==> src/rtl/line_transfer_unit_pkg.sv <==
// rtl/line_transfer_unit_pkg.sv - memory-port command encodings shared with main memory
package line_transfer_unit_pkg;

  typedef logic [1:0] mem_cmd_t;

  localparam mem_cmd_t MEM_IDLE = 2'b00;
  localparam mem_cmd_t READ     = 2'b01;
  localparam mem_cmd_t WRITE    = 2'b10;

endpackage

==> src/rtl/line_transfer_unit.sv <==
// rtl/line_transfer_unit.sv - cache-line fill/writeback master for the 32-bit memory port
module line_transfer_unit
  import line_transfer_unit_pkg::*;
#(
  parameter int ADDR_WIDTH = 17,
  parameter int LEN        = 32,
  parameter int BYTE_SIZE  = 8,
  parameter int LINE_WORDS = 4
) (
  input  logic                       clk,
  input  logic                       rst_n,
  input  logic                       req_valid,
  output logic                       req_ready,
  input  logic                       req_write,
  input  logic [ADDR_WIDTH-1:0]      req_addr,
  input  logic [LEN*LINE_WORDS-1:0]  req_wdata,
  output logic                       resp_valid,
  output logic [LEN*LINE_WORDS-1:0]  resp_rdata,
  output logic [1:0]                 mem_vis_signal,
  output logic [ADDR_WIDTH-1:0]      mem_vis_addr,
  output logic [LEN-1:0]             writen_data,
  input  logic [LEN-1:0]             mem_data
);

  localparam int BW  = $clog2(LINE_WORDS);
  localparam int WSH = $clog2(LEN / BYTE_SIZE);
  localparam logic [BW-1:0] LAST_BEAT = BW'(LINE_WORDS - 1);
  localparam logic [ADDR_WIDTH-1:0] OFF_MASK = ADDR_WIDTH'(LINE_WORDS * (LEN / BYTE_SIZE) - 1);

  localparam logic [2:0] S_IDLE     = 3'd0;
  localparam logic [2:0] S_RD       = 3'd1;
  localparam logic [2:0] S_RD_DRAIN = 3'd2;
  localparam logic [2:0] S_WR       = 3'd3;
  localparam logic [2:0] S_DONE     = 3'd4;

  logic [2:0]                r_state;
  logic [BW-1:0]             r_beat;
  logic [BW-1:0]             r_cap_idx;
  logic [ADDR_WIDTH-1:0]     r_base;
  logic [LEN*LINE_WORDS-1:0] r_wline;
  logic [LEN*LINE_WORDS-1:0] r_rline;
  logic                      r_resp_valid;
  mem_cmd_t                  r_mem_cmd;
  logic [ADDR_WIDTH-1:0]     r_mem_addr;
  logic [LEN-1:0]            r_wdata;

  logic [BW-1:0]         w_beat_nxt;
  logic [ADDR_WIDTH-1:0] w_req_base;
  logic [ADDR_WIDTH-1:0] w_nxt_addr;

  assign w_beat_nxt = r_beat + 1'b1;
  assign w_req_base = req_addr & ~OFF_MASK;
  // base is line aligned, so OR-ing the word offset never carries into line bits
  assign w_nxt_addr = r_base | (ADDR_WIDTH'(w_beat_nxt) << WSH);

  always_ff @(posedge clk or negedge rst_n) begin
    if (!rst_n) begin
      r_state      <= S_IDLE;
      r_beat       <= '0;
      r_cap_idx    <= '0;
      r_base       <= '0;
      r_wline      <= '0;
      r_rline      <= '0;
      r_resp_valid <= 1'b0;
      r_mem_cmd    <= MEM_IDLE;
      r_mem_addr   <= '0;
      r_wdata      <= '0;
    end else begin
      r_resp_valid <= 1'b0;
      case (r_state)
        S_IDLE: begin
          if (req_valid) begin
            r_base     <= w_req_base;
            r_wline    <= req_wdata;
            r_beat     <= '0;
            r_cap_idx  <= '0;
            r_mem_addr <= w_req_base;
            if (req_write) begin
              r_state   <= S_WR;
              r_mem_cmd <= WRITE;
              r_wdata   <= req_wdata[LEN-1:0];
            end else begin
              r_state   <= S_RD;
              r_mem_cmd <= READ;
            end
          end
        end
        S_RD: begin
          // memory returns data one cycle after sampling READ, so capture lags the beat by one
          if (r_beat != '0) begin
            r_rline[LEN*r_cap_idx +: LEN] <= mem_data;
            r_cap_idx                     <= r_cap_idx + 1'b1;
          end
          if (r_beat == LAST_BEAT) begin
            r_state   <= S_RD_DRAIN;
            r_mem_cmd <= MEM_IDLE;
          end else begin
            r_beat     <= w_beat_nxt;
            r_mem_addr <= w_nxt_addr;
          end
        end
        S_RD_DRAIN: begin
          r_rline[LEN*r_cap_idx +: LEN] <= mem_data;
          r_state      <= S_DONE;
          r_resp_valid <= 1'b1;
        end
        S_WR: begin
          if (r_beat == LAST_BEAT) begin
            r_state      <= S_DONE;
            r_mem_cmd    <= MEM_IDLE;
            r_resp_valid <= 1'b1;
          end else begin
            r_beat     <= w_beat_nxt;
            r_mem_addr <= w_nxt_addr;
            r_wdata    <= r_wline[LEN*w_beat_nxt +: LEN];
          end
        end
        S_DONE: begin
          r_state <= S_IDLE;
        end
        default: begin
          r_state   <= S_IDLE;
          r_mem_cmd <= MEM_IDLE;
        end
      endcase
    end
  end

  assign req_ready      = (r_state == S_IDLE);
  assign resp_valid     = r_resp_valid;
  assign resp_rdata     = r_rline;
  assign mem_vis_signal = r_mem_cmd;
  assign mem_vis_addr   = r_mem_addr;
  assign writen_data    = r_wdata;

endmodule

==> config.mk <==
export PLATFORM = sky130hd
export DESIGN_NAME = line_transfer_unit
export DESIGN_NICKNAME = d
export VERILOG_FILES = /design/src/rtl/line_transfer_unit_pkg.sv /design/src/rtl/line_transfer_unit.sv
export SDC_FILE = /design/constraint.sdc
export NUM_CORES = 1
export LEC_CHECK = 0
export CAP_MARGIN = 20
export CORE_AREA = 2 2 185 187
export CTS_CLUSTER_DIAMETER = 80
export DETAILED_ROUTE_END_ITERATION = 6
export DIE_AREA = 0 0 187 189
export PLACE_DENSITY = 0.76
export REMOVE_ABC_BUFFERS = 1
export SYNTH_ARGS = -nofsm -noshare
export SYNTH_HDL_FRONTEND = slang
export SYNTH_SLANG_ARGS = --single-unit
==> constraint.sdc <==
create_clock -name clk -period 3.5 [get_ports clk]
set_input_delay 0.7 -clock clk [delete_from_list [all_inputs] [get_ports clk]]
set_output_delay 0.7 -clock clk [all_outputs]
set_load 0.01 [all_outputs]
==> metrics.json <==
{
  "yosys": {
    "yosys_warnings": 0,
    "top_cells_by_area_synth": "sky130_fd_sc_hd__dfrtp_1, sky130_fd_sc_hd__nand2_1, sky130_fd_sc_hd__mux4_2",
    "synth_area_leader_cell": "sky130_fd_sc_hd__dfrtp_1",
    "netlist_area_um2": 13800,
    "synth.yosys.seq_area_share": 0.589,
    "synth.top_cell.area_share": 0.589,
    "compound_cell_area_share_of_the_yosys_netlist": 0.112,
    "yosys.area_share.xor_xnor": 0.000636,
    "dominant_combinational_cell_family_by_area_after_synthesis": "simple AND/OR/NAND/NOR gates",
    "synth-simple-area-share": 0.170,
    "synthesis.instances": 1268,
    "synth.avg_cell_area_um2": 10.9,
    "synth-seq-cells": 324,
    "post_synth_mux_area_share": 0.0753,
    "synth_fa_ha_area_frac": 0.00636,
    "synth_cell_type_count": 42
  },
  "worst_setup_path": {
    "cp_slowest_stage_delay_ps": 660,
    "crit_path_end_kind": "output pin",
    "category_of_cells_accounting_for_the_largest_share_of_critical_path_delay": "flip-flops",
    "launch_point_of_the_critical_path": "r_state[2]",
    "timing.critical_path.fanout_max": 20,
    "crit-reg2reg-launch": "r_cap_idx[0]",
    "timing.critical_path.required_ps": 2800,
    "timing.setup.critical_path_class": "reg -> out",
    "critical-path-slowest-cell": "sky130_fd_sc_hd__dfrtp_1",
    "worstPathArrival_ps": 2190,
    "timing.critical_path.from_type": "register",
    "crit_path_cell_trace": "nor3_1 > clkdlybuf4s50_1",
    "timing.critical_path.buf_inv": 1
  },
  "floorplan": {
    "initial_core_util": 0.414,
    "floorplan_die_area_um2": 35300,
    "die_x_um": 187,
    "fp.dieH_um": 189,
    "core-area_um2": 33300,
    "design.portCount": 362,
    "rows": 67
  },
  "pwr": {
    "ir_worst_vdd_mv": 0.466,
    "power_per_cell_area_nw_per_um2": 916,
    "power_leakage_uw": 0.00846
  },
  "layout": {
    "post_layout_nets": 1782,
    "num_antenna_cells": 0,
    "n_fill_cell": 2734,
    "utilization": 0.569,
    "multi_input_gate_area_um2": 5080,
    "area_delta_synth_final_pct": 37.7,
    "final_layout_size_suffix_gt1_frac": 0.118,
    "seq_area_um2": 8110
  },
  "detailed_routing": {
    "drcViolationCount": 0,
    "drt-initial-drc-count": 701,
    "via_per_inst": 5.27,
    "post_drt_wl_per_cell_um": 19.0,
    "dr_vias": 10900,
    "ant_nets": 0,
    "routed_wl_mm": 39.2,
    "drt_first_pass_iters": 5
  },
  "placement": {
    "detailedPlacementHpwl_mm": 26.1,
    "gp_congestion": 0.811,
    "place.port_buffers": 355,
    "dp_slack_ps": 750
  },
  "global_route": {
    "gr-total-overflow": 0,
    "grt.total_usage": 0.222,
    "grt_first_pass_wirelength_mm": 62.5,
    "grt_pass1_vias": 11300,
    "grt_start_max_net_pins": 143,
    "grt_antenna_before_repair": 2
  },
  "clock_network": {
    "cts_post_setup_buffers_inserted": 0,
    "clock_tree.root_cell": "sky130_fd_sc_hd__clkbuf_16",
    "htree_num_levels": 2,
    "numCtsBuffers": 36,
    "worst_skew_pair.late_latency_ps": 510,
    "cts_tree": "done",
    "cts.hold.buffers_added": 0,
    "cts.repair.resized": 0,
    "path_clk_slew_ps": 60,
    "number_of_buffers_between_clock_root_and_the_deepest_sink": 3,
    "clock-sinks": 324
  },
  "timing": {
    "post-route-worst-setup-slack_ps": 614,
    "timing.final.crit_period_ps": 2890,
    "timing.final.hold_violations": 0,
    "worst_pin_slew_ps": 1040,
    "timing.fmax_ghz": 0.347,
    "grt_setup_unrepaired": "no",
    "final_min_period_over_clock_period": 0.825,
    "final-max-slew-violation-count": 0,
    "slew_headroom": 0.306,
    "clock_skew_ps": 17.4,
    "setup_tns_ps": 0,
    "report.final.setup_viol": 0
  },
  "min_path": {
    "hold_path_class": "in -> async"
  },
  "status": {
    "outcome": "completed"
  },
  "flow_run": {
    "maxCapViolCount": 0
  }
}
==> synthesized netlist by cell type (all sizes together) <==
| master | number |
|---|---|
| a2111oi | 1 |
| a211oi | 1 |
| a21boi | 1 |
| a21o | 1 |
| a21oi | 3 |
| a22o | 64 |
| and3b | 1 |
| and4bb | 1 |
| buf | 45 |
| clkbuf | 51 |
| clkinv | 1 |
| conb | 1 |
| dfrtp | 324 |
| ha | 7 |
| inv | 48 |
| mux2 | 28 |
| mux4 | 32 |
| nand2 | 451 |
| nand2b | 37 |
| nand3 | 44 |
| nand3b | 1 |
| nand4bb | 3 |
| nor2 | 1 |
| nor2b | 5 |
| nor3 | 1 |
| nor3b | 5 |
| nor4 | 1 |
| nor4b | 2 |
| o21ai | 7 |
| o221a | 32 |
| o22ai | 21 |
| o2bb2ai | 21 |
| o31ai | 1 |
| o32ai | 22 |
| or3b | 1 |
| or4b | 1 |
| xor2 | 1 |
==> final cells by class <==
type	count	area share
multi-input combinational	800	0.268
sequential	324	0.428
clock buffer	54	0.0570
clock inverter	8	0.00555
timing repair buffer	383	0.202
tap	448	0.0296
inverter	49	0.00971
==> layer usage <==
metal | vias to the layer above | part of all wire | track usage
met3 | 80 | 0.091 | 0.0688
met1 | 5364 | 0.40 | 0.275
li1 | 4978 | - | -
met2 | 466 | 0.48 | 0.372
met5 | - | 0.00069 | 0
met4 | 4 | 0.028 | 0.0699
==> cell families (layout without fill, tap and decap cells) <==
kind of cell             count (synthesis)  in the layout
AO/OA/AOI/OAI                          175            175
multiplexers                            60             60
adder cells (fa/ha/maj)                  7              7
buffers and inverters                  145            494
other                                    1              2
flip-flops                             324            324
AND/OR/NAND/NOR                        555            555
XOR/XNOR                                 1              1
==> metrics by stage <==
| stage | total power (µW) | instances | instance area, µm² | hold slack [ps] |
|---|---|---|---|---|
| 2_1_floorplan | 10300 | 1173 | 13300 | 404 |
| 3_3_place_gp | 13400 | 2004 | 17800 | 452 |
| 3_5_place_dp | 13700 | 2004 | 17800 | 457 |
| 4_1_cts | 17500 | 2066 | 18900 | 248 |
| 5_1_grt | 18400 | 2066 | 18900 | 268 |
| 6_report | 17400 | 2066 | 18900 | 206 |
==> worst paths after layout <==
path / to / slack, ps / cells past startpoint
worst max-delay path: req_ready / 610 / 2
worst min-delay path: r_wline[97] / 210 / 1
worst max register to register: resp_rdata[59] / 1090 / 6
worst min register to register: r_wline[120] / 470 / 2
max in group asynchronous: resp_rdata[90] / 2310 / 2
min in group clk: r_wline[120] / 470 / 2
==> where the power goes <==
part | switching, µW | leakage [µW] | internal (µW)
Combinational | 3430 | 0.00374 | 3820
Clock | 1500 | 0.000585 | 2280
Sequential | 981 | 0.00414 | 5350
==> sequential cells by signal, summed over array words and instances, names as in the netlist <==
register        count
writen_data        32
r_base             13
r_beat              1
mem_vis_signal      2
resp_rdata        128
resp_valid          1
r_wline           128
r_cap_idx           2
r_state             3
mem_vis_addr       14
==> layout by cell type (no fill, tap or decap), types with 5 or more instances in the layout <==
master                            instances
sky130_fd_sc_hd__nand2_1                451
sky130_fd_sc_hd__clkdlybuf4s50_1        354
sky130_fd_sc_hd__dfrtp_1                323
sky130_fd_sc_hd__a22o_1                  64
sky130_fd_sc_hd__inv_1                   48
sky130_fd_sc_hd__nand3_1                 43
sky130_fd_sc_hd__nand2b_1                37
sky130_fd_sc_hd__clkbuf_16               37
sky130_fd_sc_hd__mux4_2                  32
sky130_fd_sc_hd__o221a_2                 32
sky130_fd_sc_hd__mux2_2                  28
sky130_fd_sc_hd__buf_4                   23
sky130_fd_sc_hd__o32ai_1                 22
sky130_fd_sc_hd__o2bb2ai_1               21
sky130_fd_sc_hd__o22ai_1                 21
sky130_fd_sc_hd__clkbuf_8                 9
sky130_fd_sc_hd__clkbuf_1                 8
sky130_fd_sc_hd__ha_1                     6
sky130_fd_sc_hd__nor2b_1                  5
sky130_fd_sc_hd__buf_12                   5
No activity file was read; power rests on OpenSTA's default activity.
==> RTL change 1, RTL diff (same settings) <==
Reset style: synchronous (`rst_n`), changed in one clocked block.
--- a/src/rtl/line_transfer_unit.sv
+++ b/src/rtl/line_transfer_unit.sv
@@ -53,7 +53,7 @@
   // base is line aligned, so OR-ing the word offset never carries into line bits
   assign w_nxt_addr = r_base | (ADDR_WIDTH'(w_beat_nxt) << WSH);
 
-  always_ff @(posedge clk or negedge rst_n) begin
+  always_ff @(posedge clk) begin
     if (!rst_n) begin
       r_state      <= S_IDLE;
       r_beat       <= '0;
Check against the original RTL: differs if rst_n is asserted again (counterexample within 4 cycles, from zero or initial values and one cycle with rst_n low); with rst_n held inactive, the same outputs for 4 cycles.
==> RTL change 1 against the unedited design <==
The run now ends with design-rule violations left; sequential share of layout area is 8.0 points lower; sequential cell count is the same; worst setup slack better by 0.031 ns; worst hold slack better by 0.25 ns; wire length grew 6.2%; cell area decreased by 1.6%; non-clock buffer count shrank 2; cell count is 11% higher; synthesized area increased by 0.83%; die area unchanged; critical path type unchanged; highest routed layer unchanged.
Power is not compared: it rests on default switching activity, and its combinational part moved more than twofold at a synthesized area within 25%.
==> RTL change 1: results (changes against the unedited design) <==
stage	metric	value	unit	change
synth	#FFs+latches synth	324		unchanged
global_route	first-pass GRT wire length	64.73	mm	+3.6%
cells_and_area	Non-Filler Instances	2294		+11%
drt	Max Used Layer	met5		
synth	register area share after synthesis	46.74	%	-12 points
synth	async set or reset register ratio after synthesis	0	%	-100 points
drt	metal1 wirelength	16.45	mm	+4.6%
setup_path	delay-heaviest family, CP	buffers and inverters		
job	Max Cap Viol	0		unchanged
global_route	initial antenna violation count	4		+2
placed_design	placed wire-length estimate	26.69	mm	+2.3%
cts	post-CTS sizing	0		unchanged
cells_and_area	Nets	2006		+13%
power_and_ir_drop	Pleak	6.328	nW	
status	status	finished with violations		
setup_path	CP max-delay cell	clkdlybuf4s50_1		
setup_path	Arr. time, crit path	2.15	ns	-0.04 ns
drt	met3 WL	3.940	mm	+11%
synth	top post-synthesis cells by area	dfxtp_1 47%, nand2_1 12%, mux2i_1 10%		
timing	Slew @ Worst Pin	1.044	ns	+0.003121 ns
drt	drt first pass iters	7		+2
cts	Post-CTS Repair Setup Buffers	0		unchanged
min_path	worst hold path type	flop to flop		
global_route	largest net degree at the start of global routing	257		+80%
placed_design	port bufs	355		unchanged
cts	cts bufs inserted	35		-2.8%
cts	Max H-tree Level	2		unchanged
drt	drc violations	11		+11
placed_design	Final Wtd Congestion	0.8257		+1.9%
synth	most common flop cell mapped by yosys	dfxtp_1		
drt	vias per inst	5.373		+1.9%
global_route	vias in the first global route	12179		+8.2%
cts	root buffer cell	clkbuf_16		
setup_path	r2r setup slk	0.86	ns	-0.23 ns
cts	Reg clk slew, reported paths	0.06	ns	about the same
placed_design	dpl cell area	17460	um2	-1.7%
drt	starting DRC count in detailed routing	717		+2.3%
drt	DR WL met2	20.07	mm	+6.5%
min_path	Hold Path Origin	r_wline[72]		
drt	Routed WL per cell	18.16	um	-4.3%
synth	synth cell count leaders	446 x nand2_1, 324 x dfxtp_1, 148 x a21oi_1		
synth	Mean Syn Cell Area	8.954	um2	-18%
synth	post-synthesis cell type count	39		-7.1%
setup_path	CP peak stage delay	0.67	ns	
power_and_ir_drop	VDD IR-drop max	0.3344	mV	
global_route	routing usage on met2	38.76	%	+1.5 points
placed_design	Placed Instances	2229		+11%
cells_and_area	layout cell share with drive strength beyond 1	7.108	%	-4.7 points
setup_path	RR Startpoint	r_cap_idx[0]		
cts	clock tree buffer depth	3		unchanged
status	violated checks	design-rule violations		
global_route	Global Route met1 Usage	26.94	%	-0.61 points
global_route	met3 usage	6.543	%	-0.33 points
synth	Ys Warns	0		unchanged
cts	worst skew pair latency	0.52	ns	
timing	Clock Skew	0.02564	ns	+0.008270 ns
global_route	Tot GR Track Use	22.66	%	+0.47 points
setup_path	worst-path fanout max	33		+65%
setup_path	CP Launch Point	r_beat[0]		
==> RTL change 1: cell type report <==
class / instances / area [um2]
sequential: 324 / 6489
inverter: 37 / 143.9
tap: 448 / 560.5
antenna: 3 / 7.507
clock buffer: 52 / 1031
timing repair buffer: 381 / 3800
clock inverter: 10 / 143.9
multi-input combinational: 1039 / 6466
fill: 2858 / 14640
==> RTL change 1: logic make-up after synthesis <==
kind of cell / count (synthesis) / share of synthesized area (%)
other: 1 / 0.02702
AOI/OAI and AO/OA: 236 / 10.94
and+or+nand+nor: 621 / 19.15
muxes: 173 / 15.36
adders and majority gates: 7 / 0.6311
DFF: 324 / 46.74
buffers and inverters: 188 / 7.158
==> RTL change 1: final timing paths <==
check	end	cells past startpoint
worst min register to register	r_wline[72]	2
worst min-delay path	r_wline[72]	2
worst max-delay path	mem_vis_addr[2]	2
worst max register to register	resp_rdata[84]	6
==> RTL change 1: per-stage QoR <==
step	utilization, %	hold WS, ns	power (mW)	setup WS (ns)	TNS (ns)
after floorplan	-	0.4331	4.721	-9.210	-1435.29
after global placement	52.46	0.4384	5.305	0.8002	0
after detailed placement	52.46	0.4442	5.339	0.7756	0
after CTS	55.99	0.4522	9.116	0.5805	0
after global routing	56.00	0.4697	9.373	0.5444	0
final	56.01	0.4509	9.029	0.6452	0
==> RTL change 1: power by group <==
part | internal, mW | switching (mW)
Clock | 2.27 | 1.50
Combinational | 0.607 | 0.648
Sequential | 3.89 | 0.120
Total | 6.76 | 2.26
==> RTL change 1: worst register-to-register path, stage by stage, from the launching register on <==
cell	delay, ns
dfxtp_1	0.60
inv_1	0.16
ha_1	0.49
nor4b_4	0.46
buf_4	0.45
nand3_1	0.21
mux2i_1	0.20
==> RTL change 2, RTL diff (config.mk and constraints unchanged) <==
Without the edit above. The parameter `ADDR_WIDTH` goes from 17 to 19.
--- a/src/rtl/line_transfer_unit.sv
+++ b/src/rtl/line_transfer_unit.sv
@@ -2,7 +2,7 @@
 module line_transfer_unit
   import line_transfer_unit_pkg::*;
 #(
-  parameter int ADDR_WIDTH = 17,
+  parameter int ADDR_WIDTH = 19,
   parameter int LEN        = 32,
   parameter int BYTE_SIZE  = 8,
   parameter int LINE_WORDS = 4
Interface: changed (resized mem_vis_addr and req_addr); port bits go from 362 to 366. The function was not compared with the original's and may differ.
==> RTL change 2 against the unedited design <==
Wire length is 0.72% lower; highest routed layer unchanged; count of clock-buffer cells in the layout unchanged; sequential cell count grew 4; total power rose by 2.3%; synthesized cell count rose by 1.2%; worst setup slack worse by 0.031 ns; via count is 1.1% higher; register-to-register slack worse by 0.03 ns; sequential share of layout area shrank 0.15 points; die area is the same; cell area grew 1.6%; synthesized area is 1.1% higher; sequential power grew 1%.
==> RTL change 2: results (changes against the unedited design) <==
stage	metric	value	unit	change
placed_design	Placed Instances	2020		+0.80%
drt	Via Count	11007		+1.1%
setup_path	worst r2r path cells	3		-3
synth	post-synthesis cell type count	41		-2.4%
cells_and_area	layout cell share with drive strength beyond 1	12.27	%	+0.47 points
power_and_ir_drop	internal power	11.73	mW	+2.4%
status	status	complete, no violations		
synth	Synth Area in Compound Gates	11.08	%	-0.12 points
global_route	Tot GR Track Use	21.84	%	-0.35 points
global_route	first-pass GRT wire length	61.83	mm	-1.0%
placed_design	Final Wtd Congestion	0.8113		about the same
timing	Slew @ Worst Pin	1.077	ns	+0.03657 ns
synth	register area share after synthesis	59.00	%	+0.094 points
global_route	initial antenna violation count	3		+1
synth	top post-synthesis cells by area	dfrtp_1 59%, nand2_1 12%, mux4_2 5.2%		
synth	XOR/XNOR Fraction of Synth Area	0.06296	%	-0.00068 points
power_and_ir_drop	sequential share of power	36.1	%	-0.4 points
drt	final WL	38.95	mm	-0.72%
setup_path	Arr. time, crit path	2.22	ns	+0.03 ns
power_and_ir_drop	Pleak	8.586	nW	+1.5%
global_route	largest net degree at the start of global routing	145		+1.4%
setup_path	r2r setup slk	1.06	ns	-0.03 ns
drt	starting DRC count in detailed routing	583		-17%
power_and_ir_drop	VDD IR-drop max	0.6418	mV	+38%
synth	synth cell count leaders	457 x nand2_1, 328 x dfrtp_1, 64 x a22o_1		
[RTL change 2: cell types whose count changed in the layout (fill, tap and decap cells not counted), moves of 2 or more]
cell             unedited run  this run
clkdlybuf4s50_1           354       358
inv_6                       1         3
clkinvlp_4                  0         3
nand2_1                   451       457
clkbuf_1                    8         5
diode_2                     0         2
buf_12                      5         7
mux2_2                     28        32
dfrtp_1                   323       327
clkbuf_8                    9        12
buf_4                      23        19
[RTL change 2: metal layers]
| metal | vias to the layer above | GRT usage, % | routed length (um) |
|---|---|---|---|
| met5 | - | 0 | 18 |
| met1 | 5413 | 27.76 | 15800 |
| met4 | 2 | 6.777 | 1041 |
| met2 | 490 | 36.12 | 18390 |
| met3 | 75 | 6.543 | 3702 |
| li1 | 5027 | - | - |
[RTL change 2: stage by stage]
| step | area, um2 | setup WS, ns | setup TNS (ns) | hold slack [ns] |
|---|---|---|---|---|
| after floorplan | 13470 | -9.559 | -1376.46 | 0.4044 |
| after global placement | 17980 | 0.9239 | 0 | 0.4519 |
| after detailed placement | 17980 | 0.9102 | 0 | 0.4570 |
| after CTS | 19240 | 0.5636 | 0 | 0.2330 |
| after global routing | 19240 | 0.5147 | 0 | 0.2561 |
| final | 19250 | 0.5833 | 0 | 0.1817 |
[RTL change 2: critical path: stages (launching register included)]
cell	delay (ns)
dfrtp_1	0.67
nor3_1	0.41
clkdlybuf4s50_1	0.62
[RTL change 2: cell type report]
cell class              instances  area [um2]
flip-flops and latches        328        8209
inverters                      49       183.9
fillers                      2739       14030
well taps                     448       560.5
diodes                          2       5.005
repair buffers                385        3881
clock inverters                12       153.9
clock buffers                  54        1110
multi-input cells             810        5144
